[src/rtl/button_raster.sv]
// button_raster: draws one bevelled square button per request into the frame
// buffer in raster order, then pulses done_x/done_y to step the upstream
// board sequencer and raises board_done once the whole grid is drawn.
module button_raster #(
    parameter int          BEVEL       = 2,
    parameter logic [11:0] COLOR_LIGHT = 12'hFFF,
    parameter logic [11:0] COLOR_DARK  = 12'h555,
    parameter logic [11:0] COLOR_FILL  = 12'hAAA,
    parameter int          HOLD        = 2
) (
    input  logic        clk,
    input  logic        rst_n,
    input  logic        draw_button,
    input  logic [6:0]  button_size,
    input  logic [10:0] button_xpos,
    input  logic [10:0] button_ypos,
    input  logic [4:0]  button_num,
    input  logic        fb_ready,
    output logic        fb_we,
    output logic [10:0] fb_x,
    output logic [10:0] fb_y,
    output logic [11:0] fb_rgb,
    output logic        done_x,
    output logic        done_y,
    output logic        board_done,
    output logic        busy
);

    typedef enum logic [2:0] {
        S_IDLE,
        S_PIXEL,
        S_DONE,
        S_SETTLE,
        S_FINISHED
    } state_t;

    localparam logic [8:0] BEV       = 9'(BEVEL);
    localparam logic [2:0] HOLD_LAST = 3'(HOLD - 1);

    // Bevel colour: light edge wins over dark edge, so undersized buttons
    // still come out with a consistent top/left highlight.
    function automatic logic [11:0] shade(input logic [6:0] x,
                                          input logic [6:0] y,
                                          input logic [6:0] s);
        logic [8:0] xe;
        logic [8:0] ye;
        xe = {2'b00, x} + BEV;
        ye = {2'b00, y} + BEV;
        if (({2'b00, x} < BEV) || ({2'b00, y} < BEV))
            shade = COLOR_LIGHT;
        else if ((xe >= {2'b00, s}) || (ye >= {2'b00, s}))
            shade = COLOR_DARK;
        else
            shade = COLOR_FILL;
    endfunction

    state_t      state, state_n;
    logic [6:0]  size_q, size_n;
    logic [10:0] xpos_q, xpos_n;
    logic [10:0] ypos_q, ypos_n;
    logic [4:0]  num_q, num_n;
    logic [6:0]  px, px_n;
    logic [6:0]  py, py_n;
    logic [4:0]  col, col_n;
    logic [4:0]  row, row_n;
    logic [2:0]  hold_cnt, hold_n;

    logic        we_n;
    logic [10:0] x_n;
    logic [10:0] y_n;
    logic [11:0] rgb_n;
    logic        done_x_n;
    logic        done_y_n;
    logic        board_done_n;
    logic        busy_n;
    logic        last_col;
    logic        last_row;

    assign last_col = (col == 5'(num_q - 5'd1));
    assign last_row = (row == 5'(num_q - 5'd1));

    // Next-state and datapath: geometry is only sampled in IDLE, so anything
    // the sequencer does to its inputs while we draw is ignored.
    always_comb begin
        state_n  = state;
        size_n   = size_q;
        xpos_n   = xpos_q;
        ypos_n   = ypos_q;
        num_n    = num_q;
        px_n     = px;
        py_n     = py;
        col_n    = col;
        row_n    = row;
        hold_n   = hold_cnt;
        case (state)
            S_IDLE: begin
                if (draw_button) begin
                    size_n  = button_size;
                    xpos_n  = button_xpos;
                    ypos_n  = button_ypos;
                    num_n   = (button_num == 5'd0) ? 5'd1 : button_num;
                    px_n    = '0;
                    py_n    = '0;
                    state_n = (button_size == 7'd0) ? S_DONE : S_PIXEL;
                end
            end
            S_PIXEL: begin
                if (fb_we && fb_ready) begin
                    if (px == 7'(size_q - 7'd1)) begin
                        px_n = '0;
                        if (py == 7'(size_q - 7'd1)) begin
                            py_n    = '0;
                            state_n = S_DONE;
                        end else begin
                            py_n = py + 7'd1;
                        end
                    end else begin
                        px_n = px + 7'd1;
                    end
                end
            end
            S_DONE: begin
                if (last_col && last_row) begin
                    state_n = S_FINISHED;
                end else begin
                    if (last_col) begin
                        col_n = '0;
                        row_n = row + 5'd1;
                    end else begin
                        col_n = col + 5'd1;
                    end
                    hold_n  = '0;
                    state_n = S_SETTLE;
                end
            end
            S_SETTLE: begin
                // Gives the sequencer time to turn done_x into fresh geometry.
                if (hold_cnt == HOLD_LAST)
                    state_n = S_IDLE;
                else
                    hold_n = hold_cnt + 3'd1;
            end
            S_FINISHED: begin
                if (!draw_button) begin
                    col_n   = '0;
                    row_n   = '0;
                    state_n = S_IDLE;
                end
            end
            default: state_n = S_IDLE;
        endcase
    end

    // Output values for the next cycle, derived from the next state so that
    // every output can be driven straight from a flop.
    always_comb begin
        we_n         = (state_n == S_PIXEL);
        x_n          = we_n ? 11'(xpos_n + {4'b0000, px_n}) : '0;
        y_n          = we_n ? 11'(ypos_n + {4'b0000, py_n}) : '0;
        rgb_n        = we_n ? shade(px_n, py_n, size_n) : '0;
        done_x_n     = (state_n == S_DONE);
        done_y_n     = (state_n == S_DONE) && (col_n == 5'(num_n - 5'd1));
        board_done_n = (state_n == S_FINISHED);
        busy_n       = (state_n == S_PIXEL) || (state_n == S_DONE) ||
                       (state_n == S_SETTLE);
    end

    // State, datapath and registered outputs; reset aborts any write at once.
    always_ff @(posedge clk or negedge rst_n) begin
        if (!rst_n) begin
            state      <= S_IDLE;
            size_q     <= '0;
            xpos_q     <= '0;
            ypos_q     <= '0;
            num_q      <= 5'd1;
            px         <= '0;
            py         <= '0;
            col        <= '0;
            row        <= '0;
            hold_cnt   <= '0;
            fb_we      <= 1'b0;
            fb_x       <= '0;
            fb_y       <= '0;
            fb_rgb     <= '0;
            done_x     <= 1'b0;
            done_y     <= 1'b0;
            board_done <= 1'b0;
            busy       <= 1'b0;
        end else begin
            state      <= state_n;
            size_q     <= size_n;
            xpos_q     <= xpos_n;
            ypos_q     <= ypos_n;
            num_q      <= num_n;
            px         <= px_n;
            py         <= py_n;
            col        <= col_n;
            row        <= row_n;
            hold_cnt   <= hold_n;
            fb_we      <= we_n;
            fb_x       <= x_n;
            fb_y       <= y_n;
            fb_rgb     <= rgb_n;
            done_x     <= done_x_n;
            done_y     <= done_y_n;
            board_done <= board_done_n;
            busy       <= busy_n;
        end
    end

endmodule

[config.mk]
export PLATFORM = sky130hd
export DESIGN_NAME = button_raster
export DESIGN_NICKNAME = d
export VERILOG_FILES = /design/src/rtl/button_raster.sv
export SDC_FILE = /design/constraint.sdc
export NUM_CORES = 1
export LEC_CHECK = 0
export ABC_AREA = 1
export BUFFER_PORTS_ARGS = -buffer_cell sky130_fd_sc_hd__buf_2
export CAP_MARGIN = 30
export CORE_MARGIN = 5
export CORE_UTILIZATION = 35
export CTS_BUF_LIST = sky130_fd_sc_hd__clkbuf_8
export DETAILED_ROUTE_END_ITERATION = 10
export PLACE_DENSITY = 0.65
export SLEW_MARGIN = 20
export SYNTH_ARGS = -nofsm -noshare
export SYNTH_HDL_FRONTEND = slang
export SYNTH_SLANG_ARGS = --single-unit
[constraint.sdc]
create_clock -name clk -period 7.4 [get_ports clk]
set_clock_uncertainty 0.15 [all_clocks]
set_input_delay 1.11 -clock clk [delete_from_list [all_inputs] [get_ports clk]]
set_output_delay 1.11 -clock clk [all_outputs]
set_load 0.02 [all_outputs]
==> results of run 1 <==
area by class of cell:
| type | instances | area (um2) | area share [%] |
|---|---|---|---|
| clock buffers | 10 | 138 | 2.01 |
| clock inverters | 5 | 76.3 | 1.11 |
| inverters | 122 | 458 | 6.68 |
| multi-input cells | 582 | 3160 | 46.0 |
| flip-flops and latches | 93 | 2330 | 34.0 |
| well taps | 225 | 282 | 4.11 |
| repair buffers | 80 | 417 | 6.08 |
logic make-up (layout without fill, tap and decap cells):
| logic type | Yosys count | count (layout) | share of synthesized area [%] |
|---|---|---|---|
| AOI/OAI and AO/OA | 84 | 84 | 7.73 |
| and+or+nand+nor | 421 | 421 | 30.2 |
| adders and majority gates | 43 | 43 | 9.11 |
| DFF | 93 | 93 | 38.4 |
| buffers and inverters | 143 | 217 | 9.65 |
| xor gates and xnor gates | 34 | 34 | 4.91 |
per-stage QoR:
step	setup WS, ps	util, %	area, um2	power (mW)	hold slack, ps
after global placement	2350	38.6	6640	2.84	307
after CTS	2570	39.9	6850	3.27	341
after detailed placement	2230	38.6	6640	2.88	316
after floorplan	3150	-	6070	2.37	294
after global routing	2110	39.9	6860	3.62	363
final	2550	39.9	6860	3.25	334
worst max-delay path by stage:
stage | startpoint | end | slack [ps] | cells past startpoint
final | size_q[0]$_DFF_PN0_ | fb_y[10]$_DFF_PN0_ | 2550 | 28
after global placement | fb_ready | fb_y[10]$_DFF_PN0_ | 2350 | 27
after global routing | size_q[0]$_DFF_PN0_ | fb_y[10]$_DFF_PN0_ | 2110 | 28
after detailed placement | fb_ready | fb_y[10]$_DFF_PN0_ | 2230 | 27
after floorplan | draw_button | fb_y[10]$_DFF_PN0_ | 3150 | 21
after CTS | size_q[0]$_DFF_PN0_ | fb_y[10]$_DFF_PN0_ | 2570 | 26
cells in the mapped netlist (3+ instances only):
library cell,number
nand3b_1,5
nand3_1,63
nand2_2,7
clkbuf_1,6
o22ai_1,3
o21a_1,4
buf_4,10
xnor2_1,10
nand4_1,9
a21oi_1,20
xor2_1,24
nor3b_1,4
ha_1,41
nor2_2,4
o21ai_0,42
inv_1,120
o211ai_1,3
dfrtp_1,92
nand2_1,217
or2_2,9
buf_2,3
nor3_1,15
nor2_1,79
nor2_4,3
report_power, final:
part,switching (mW),total (mW),internal [mW],leakage [nW]
Clock,0.182,0.378,0.196,0.110
Combinational,1.28,1.98,0.701,2.39
Sequential,0.151,0.886,0.735,1.12
Total,1.61,3.25,1.63,3.62
sequential cells by signal, indices dropped and copies added, names as in the netlist:
name        flops
board_done      1
busy            1
col             5
done_x          1
done_y          1
fb_rgb          2
fb_we           1
fb_x           11
fb_y           11
hold_cnt        3
num_q           5
px              7
py              7
row             5
size_q          7
state           3
xpos_q         11
ypos_q         11
layer usage:
| metal | global-route usage, % | share of wire [%] | vias up |
|---|---|---|---|
| met3 | 2.19 | 4.2 | 28 |
| met4 | 6.97 | 3.0 | 0 |
| met5 | 0 | 0 | - |
| met2 | 25.5 | 46 | 125 |
| met1 | 21.4 | 46 | 2443 |
| li1 | - | - | 2732 |
worst min-delay path, stage by stage (launching register included):
cell     delay (ps)
dfrtp_1         330
nand2_1          50
nand2_1          70
==> results.cfg, run 1 <==
[clock_network]
insertion_delay_ps = 380
cts_made_buffers = 9
cts-resized-gates = 0
cts_buffer_depth = 2
cts_tree = built
cts_sinks = 93
cts-root-buf = clkbuf_8
htreeDepth = 3
postCtsSetupBuffers = 0
path_clk_slew_ps = 100
holdBufCountCts = 0

[synthesis]
synthTopCellsByArea = dfrtp_1 (38%), nand2_1 (13%), ha_1 (8.5%)
syn_inst = 818
synth_top_area_cell = dfrtp_1
synth_edf_count = 0
synth_top_area_share_pct = 37.9
ys_ff_latch = 93
synth_flop_cell = dfrtp_1
syn-num-nets = 899
syn_area_per_cell_um2 = 7.42
synth-async-reset-ratio_pct = 100
yosysSeqAreaShare_pct = 38.4
ys_types = 41
syn_area_um2 = 6070
yosysWarnings = 0

[placement]
dpl.cell_count = 1102
dp.final_hpwl_mm = 12.0
io_buffers = 76
gp_congestion = 0.916

[setup_path]
crit_arrival_ps = 4950
path_buf_inv = 5
cp_max_fo = 12
cpPeakStageDelay_ps = 430
cp-end-kind = flop
worstPathRequired_ps = 7500
r2r_cells = 28
r2r_setup_slack_ps = 2550
critPathKind = flop to flop
timing.rr.end = fb_y[10]$_DFF_PN0_
timing.rr.start = size_q[0]$_DFF_PN0_
slowest_stage = dfrtp_1
critical_path.top_delay_family = simple AND/OR/NAND/NOR gates
cp-start-kind = flop

[floorplanning]
start_util_pct = 35.3
die_x_um = 142
pin_count = 77
die_area_um2 = 20100
coreArea_um2 = 17200
die_h_um = 142
row_count = 48

[cells_and_area]
num-fill-cells = 1830
layout_common_cells = nand2_1 (217), inv_1 (121), dfrtp_1 (92)
mostFrequentLayoutCell = nand2_1
fin_nets = 969
antenna_cells = 0
drive_gt1_share_pct = 14.1
flow.area_growth_from_synthesis_pct = 13.0
fin_cells = 1117

[grt]
antenna_found_initial = 0
first_global_vias = 5299
gr-total-overflow = 0
grt_max_degree = 76
grt_usage_pct = 15.9
grt_pass1_wl_mm = 25.6

[power]
power_density_nw_per_um2 = 474
p_leak_nw = 3.62
worst_ir_drop_vdd_mv = 0.222

[drt]
first_pass_iters = 5
ant_nets = 0
wire_per_inst_um = 13.7
routed_wl_mm = 15.3
first_iter_violations = 309
viasPerCell = 4.77
vias = 5328
drc_errors = 0

[sta]
setup_viol = 0
finalCriticalPeriod_ps = 4850
rsz0062_at_grt = false
slew_headroom_pct = 45.1
finalSetupTns_ps = 0
timing_hold_violations_final = 0
finalMaxSlewViolations = 0
fmax_mhz = 206
fin_crit_sh_pct = 65.6
worst_pin_slew_ps = 820

[worst_hold_path]
min_path_type = flop to flop
worstHoldEndpoint = xpos_q[4]$_DFF_PN0_
hold_path_depth = 2
hp-start = xpos_q[4]$_DFF_PN0_

[outcome]
outcome = finished, final reports clean

[flow_run]
maxCapViolCount = 0
Note: power is estimated with default switching activity, not from simulation.
==> inputs of run 2 (changes only) <==
--- a/config.mk
+++ b/config.mk
@@ -5,14 +5,14 @@
 export SDC_FILE = /design/constraint.sdc
 export NUM_CORES = 1
 export LEC_CHECK = 0
-export ABC_AREA = 1
+export ABC_AREA = 0
 export BUFFER_PORTS_ARGS = -buffer_cell sky130_fd_sc_hd__buf_2
 export CAP_MARGIN = 30
 export CORE_MARGIN = 5
 export CORE_UTILIZATION = 35
 export CTS_BUF_LIST = sky130_fd_sc_hd__clkbuf_8
 export DETAILED_ROUTE_END_ITERATION = 10
-export PLACE_DENSITY = 0.65
+export PLACE_DENSITY = 0.67
 export SLEW_MARGIN = 20
 export SYNTH_ARGS = -nofsm -noshare
 export SYNTH_HDL_FRONTEND = slang
==> constraint.sdc (replaced) <==
create_clock -name clk -period 4.4 [get_ports clk]
set_clock_uncertainty 0.15 [all_clocks]
set_input_delay 0.66 -clock clk [delete_from_list [all_inputs] [get_ports clk]]
set_output_delay 0.66 -clock clk [all_outputs]
set_load 0.02 [all_outputs]
==> results.cfg, run 2 <==
[synthesis]
synthTopCellsByArea = dfrtp_1 (39%), ha_1 (8.8%), xnor2_1 (5.7%)
ys_ff_latch = 93
synth_top_area_share_pct = 39.4
yosysMostFrequentCell = dfrtp_1
synth_top_area_cell = dfrtp_1
ys_types = 75
yosysSeqAreaShare_pct = 39.9
synth_edf_count = 0
yosysWarnings = 0
synth_flop_cell = dfrtp_1
synth-async-reset-ratio_pct = 100
syn-num-nets = 646
syn_inst = 565
ys_top_cells_by_count = dfrtp_1 (92), inv_1 (44), ha_1 (41)
syn_area_um2 = 5840
syn_area_per_cell_um2 = 10.3

[cells_and_area]
fin_nets = 738
stdcell_area_um2 = 6890
mostFrequentLayoutCell = dfrtp_1
layout_common_cells = dfrtp_1 (92), buf_2 (75), inv_1 (45)
antenna_cells = 0
flow.area_growth_from_synthesis_pct = 18.0
drive_gt1_share_pct = 27.8

[grt]
antenna_found_initial = 1
grt_usage_pct = 14.5
grt_pass1_wl_mm = 22.5
gr-total-overflow = 0
first_global_vias = 4413
grt_max_degree = 64

[power]
netSwitchingPower_mw = 2.06
swShare_pct = 42.0
worst_ir_drop_vdd_mv = 0.359
p_clk_share_pct = 13.3
internal-power_mw = 2.83
combPwrFrac_pct = 57.2
p_leak_nw = 3.27
power_density_nw_per_um2 = 710
pwr-share-seq_pct = 29.6
total_power_mw = 4.89

[sta]
finalCriticalPeriod_ps = 4180
worst_pin_slew_ps = 867
fin_ws_ps = 221
fin_crit_sh_pct = 95.0
setup_viol = 0
timing_hold_violations_final = 0
slew_headroom_pct = 42.1
hold_slack_ps = 222
fmax_mhz = 239
finalMaxSlewViolations = 0

[setup_path]
cp-end-kind = flop
r2r_cells = 16
r2r_setup_slack_ps = 220
critPathKind = flop to flop
crit_arrival_ps = 4340
cp_max_fo = 5
timing.rr.start = size_q[0]$_DFF_PN0_
worstPathRequired_ps = 4560
cp-start-kind = flop
timing.rr.end = fb_rgb[9]$_DFF_PN0_

[placement]
io_buffers = 76
gp_congestion = 0.903
place_area_um2 = 6580
place_worst_setup_slack_ps = -22.6
dp.final_hpwl_mm = 10.4

[clock_network]
cts_tree = built
path_clk_slew_ps = 90
cts_sinks = 93
cts_buffer_depth = 2
htreeDepth = 3
cts_made_buffers = 9
holdBufCountCts = 0
cts-root-buf = clkbuf_8
insertion_delay_ps = 390

[drt]
ant_nets = 0
drc_errors = 0
first_pass_iters = 4
wire_per_inst_um = 15.5
vias = 4379
viasPerCell = 4.96
first_iter_violations = 225
routed_wl_mm = 13.6

[floorplanning]
row_count = 47
start_util_pct = 35.4
pin_count = 77
die_area_um2 = 19400
die_h_um = 139
coreArea_um2 = 16500
die_x_um = 139

[worst_hold_path]
min_path_type = primary input to async pin

[outcome]
outcome = finished, final reports clean

[flow_run]
maxCapViolCount = 0
[run 2: cell count changes after synthesis, sizes merged, moves of 7 or more]
| cell | delta |
|---|---|
| a21o | +16 |
| and3 | +7 |
| inv | -78 |
| mux2 | +18 |
| mux2i | +12 |
| nand2 | -195 |
| nand3 | -49 |
| nor2 | -46 |
| nor2b | +8 |
| o21ai | -24 |
| xnor2 | +29 |
| xor2 | -7 |
[run 2: logic make-up after synthesis]
group                      Yosys count  synth area share [%]
AOI/OAI and AO/OA                  107                  13.4
xor gates and xnor gates            62                  11.1
adders and majority gates           43                  9.47
buffers and inverters               71                  5.68
DFF                                 93                  39.9
muxes                               30                  5.53
and+or+nand+nor                    159                  15.0
[run 2: stage by stage]
step	instances	util (%)	TNS, ps
floorplan	565	-	0
global placement	865	39.9	0
detailed placement	865	39.9	-22.6
CTS	881	41.3	0
global route	882	41.8	-27.5
finish	882	41.8	0
[run 2: area by class of cell]
type                    instances  area (um2)
fillers                      1653        9580
inverters                      44         165
well taps                     220         275
clock buffers                  10         138
flip-flops and latches         93        2330
multi-input cells             401        3260
clock inverters                 6        87.6
repair buffers                108         636
[run 2: how the worst max path moves through the flow]
stage,start,to,slack (ps),depth (start not counted)
floorplan,size_q[0]$_DFF_PN0_,fb_y[10]$_DFF_PN0_,160,21
global placement,fb_ready,fb_y[10]$_DFF_PN0_,80,20
detailed placement,size_q[0]$_DFF_PN0_,fb_y[10]$_DFF_PN0_,-20,21
CTS,size_q[0]$_DFF_PN0_,fb_rgb[9]$_DFF_PN0_,7,19
global route,size_q[0]$_DFF_PN0_,fb_y[10]$_DFF_PN0_,-20,21
finish,size_q[0]$_DFF_PN0_,fb_rgb[9]$_DFF_PN0_,220,16
[run 2: routing by layer]
layer	up-vias	wire [um]	GRT usage, %
met5	-	7	0
met4	2	222	4.38
met3	18	656	3.41
met2	99	6360	23.2
met1	2095	6390	19.8
li1	2165	-	-
[run 2: critical path, stage by stage, from the launching register on]
cell      delay, ps
dfrtp_1         420
or3_1           470
o32a_1          330
nor4_2          300
nand3_2         160
and2_1          210
a32o_1          310
inv_1           140
ha_1            250
ha_1            270
a21o_1          150
a21o_1          160
a21o_1          170
a21o_1          180
a21boi_2        150
o311ai_0        150
a21oi_1         150
[run 2: power groups by stage]
stage | Sequential [mW] | Clock, mW | Combinational [mW]
final | 1.45 | 0.648 | 2.80
after global routing | 1.49 | 0.709 | 3.11
after CTS | 1.44 | 0.669 | 2.75
after detailed placement | 1.45 | 0 | 2.73
after global placement | 1.45 | 0 | 2.71
after floorplan | 1.52 | 0 | 1.94
[run 2: what timing repair did]
item	CTS	global route
setup buffers	0	1
resized for setup	1	22
endpoints found under the setup margin	2	7
pin swaps	0	3
==> inputs of run 3 (changes only) <==
--- a/config.mk
+++ b/config.mk
@@ -5,7 +5,7 @@
 export SDC_FILE = /design/constraint.sdc
 export NUM_CORES = 1
 export LEC_CHECK = 0
-export ABC_AREA = 0
+export ABC_AREA = 1
 export BUFFER_PORTS_ARGS = -buffer_cell sky130_fd_sc_hd__buf_2
 export CAP_MARGIN = 30
 export CORE_MARGIN = 5
==> results.cfg, run 3 (same netlist as run 1, synthesis figures left out) <==
[power]
p_clk_share_pct = 10.5
p_leak_nw = 3.70
pwr-share-seq_pct = 26.8
netSwitchingPower_mw = 2.76
internal-power_mw = 2.79
swShare_pct = 49.7
power_density_nw_per_um2 = 794
combPwrFrac_pct = 62.6
worst_ir_drop_vdd_mv = 0.440

[setup_path]
slowest_stage = dfrtp_1
crit_arrival_ps = 4170
worstPathRequired_ps = 4540
critPathMostFrequentCell = nand2_1
cp_max_fo = 11
r2r_cells = 28
crit_start = size_q[1]$_DFF_PN0_
timing.rr.start = size_q[1]$_DFF_PN0_
cpPeakStageDelay_ps = 400
cp-end-kind = flop
critPathKind = flop to flop
cp-start-kind = flop

[sta]
fmax_mhz = 248
slew_headroom_pct = 45.0
rsz0062_at_grt = true
finalSetupTns_ps = 0
hold_slack_ps = 231
finalMaxSlewViolations = 0
setup_viol = 0
finalCriticalPeriod_ps = 4040
fin_crit_sh_pct = 91.8
timing_hold_violations_final = 0
worst_pin_slew_ps = 824

[drt]
ant_nets = 0
wire_per_inst_um = 13.5
viasPerCell = 4.69
first_iter_violations = 294
vias = 5321
first_pass_iters = 5
routed_wl_mm = 15.3
drc_errors = 0

[clock_network]
cts_made_buffers = 9
cts-root-buf = clkbuf_8
path_clk_slew_ps = 90
htreeDepth = 3
cts_buffer_depth = 2
holdBufCountCts = 0
insertion_delay_ps = 370
cts_sinks = 93
cts_tree = built

[floorplanning]
row_count = 48
die_x_um = 142
die_h_um = 142
start_util_pct = 35.3
pin_count = 77
coreArea_um2 = 17200
die_area_um2 = 20100

[cells_and_area]
final_util_pct = 40.7
layout_common_cells = nand2_1 (216), inv_1 (120), dfrtp_1 (92)
seq_area_um2 = 2330
num-fill-cells = 1786
fin_nets = 986
mostFrequentLayoutCell = nand2_1
drive_gt1_share_pct = 16.4
multi_input_area_um2 = 3180
flow.area_growth_from_synthesis_pct = 15.1
antenna_cells = 0

[grt]
grt_max_degree = 65
gr-total-overflow = 0
grt_pass1_wl_mm = 25.8
grt_usage_pct = 15.9
first_global_vias = 5262
antenna_found_initial = 0

[outcome]
outcome = finished, final reports clean

[placement]
gp_congestion = 0.900
dp.final_hpwl_mm = 12.1
io_buffers = 76

[flow_run]
maxCapViolCount = 0

[worst_hold_path]
min_path_type = primary input to async pin
[run 3: cell types whose count changed in the layout (fill, tap and decap cells not counted), moves of 16 or more]
cell     change
a21o_1      -16
inv_1       +75
mux2_2      -18
nand2_1    +186
nand3_1     +48
nor2_1      +41
o21ai_0     +21
xnor2_1     -27
[run 3: what timing repair did]
item,in CTS,in global routing
resized for setup,0,11
endpoints found under the setup margin,0,7
buffers inserted,0,1
[run 3: path summary, 6_finish.rpt]
path	end	slack (ps)
max	fb_rgb[9]$_DFF_PN0_	360
min	row[4]$_DFFE_PN0P_	230
max reg2reg	fb_rgb[9]$_DFF_PN0_	360
min reg2reg	xpos_q[4]$_DFF_PN0_	330
max in group asynchronous	fb_y[1]$_DFF_PN0_	2940
min in group clk	xpos_q[4]$_DFF_PN0_	330
[run 3: layout make-up]
| class | instances | area share (%) |
|---|---|---|
| clock inverter | 7 | 1.06 |
| multi-input combinational | 582 | 45.5 |
| timing repair buffer | 97 | 7.74 |
| tap | 225 | 4.03 |
| inverter | 122 | 6.56 |
| sequential | 93 | 33.3 |
| clock buffer | 9 | 1.77 |
[run 3: power groups by stage]
stage / logic (mW) / registers [mW] / clock network (mW)
after floorplan: 2.40 / 1.58 / 0
after global placement: 3.39 / 1.50 / 0
after detailed placement: 3.43 / 1.50 / 0
after CTS: 3.46 / 1.49 / 0.603
after global routing: 4.00 / 1.53 / 0.643
final: 3.47 / 1.49 / 0.584
[run 3: stage by stage]
stage	area, um2	worst slack, ps	power (mW)	std cells
after floorplan	6070	547	3.99	818
after global placement	6760	217	4.88	1118
after detailed placement	6760	78.1	4.93	1118
after CTS	6960	52.9	5.55	1134
after global routing	6990	-28.8	6.18	1135
final	6990	363	5.55	1135
[run 3: worst max-delay path: cells and delay by family, from the launching register on]
| kind | cells | cell delay [ps] |
|---|---|---|
| adder cells (fa/ha/maj) | 3 | 790 |
| buffers and inverters | 5 | 640 |
| AO/OA/AOI/OAI | 7 | 990 |
| AND/OR/NAND/NOR | 13 | 1000 |
| flip-flops | 1 | 400 |
[run 3: routing by layer]
layer | global-route usage [%] | vias to the layer above | part of all wire [%]
li1 | - | 2757 | -
met1 | 21.2 | 2426 | 47
met5 | 0 | - | 0
met3 | 2.86 | 27 | 3.7
met2 | 26.2 | 111 | 47
met4 | 5.45 | 0 | 2.4
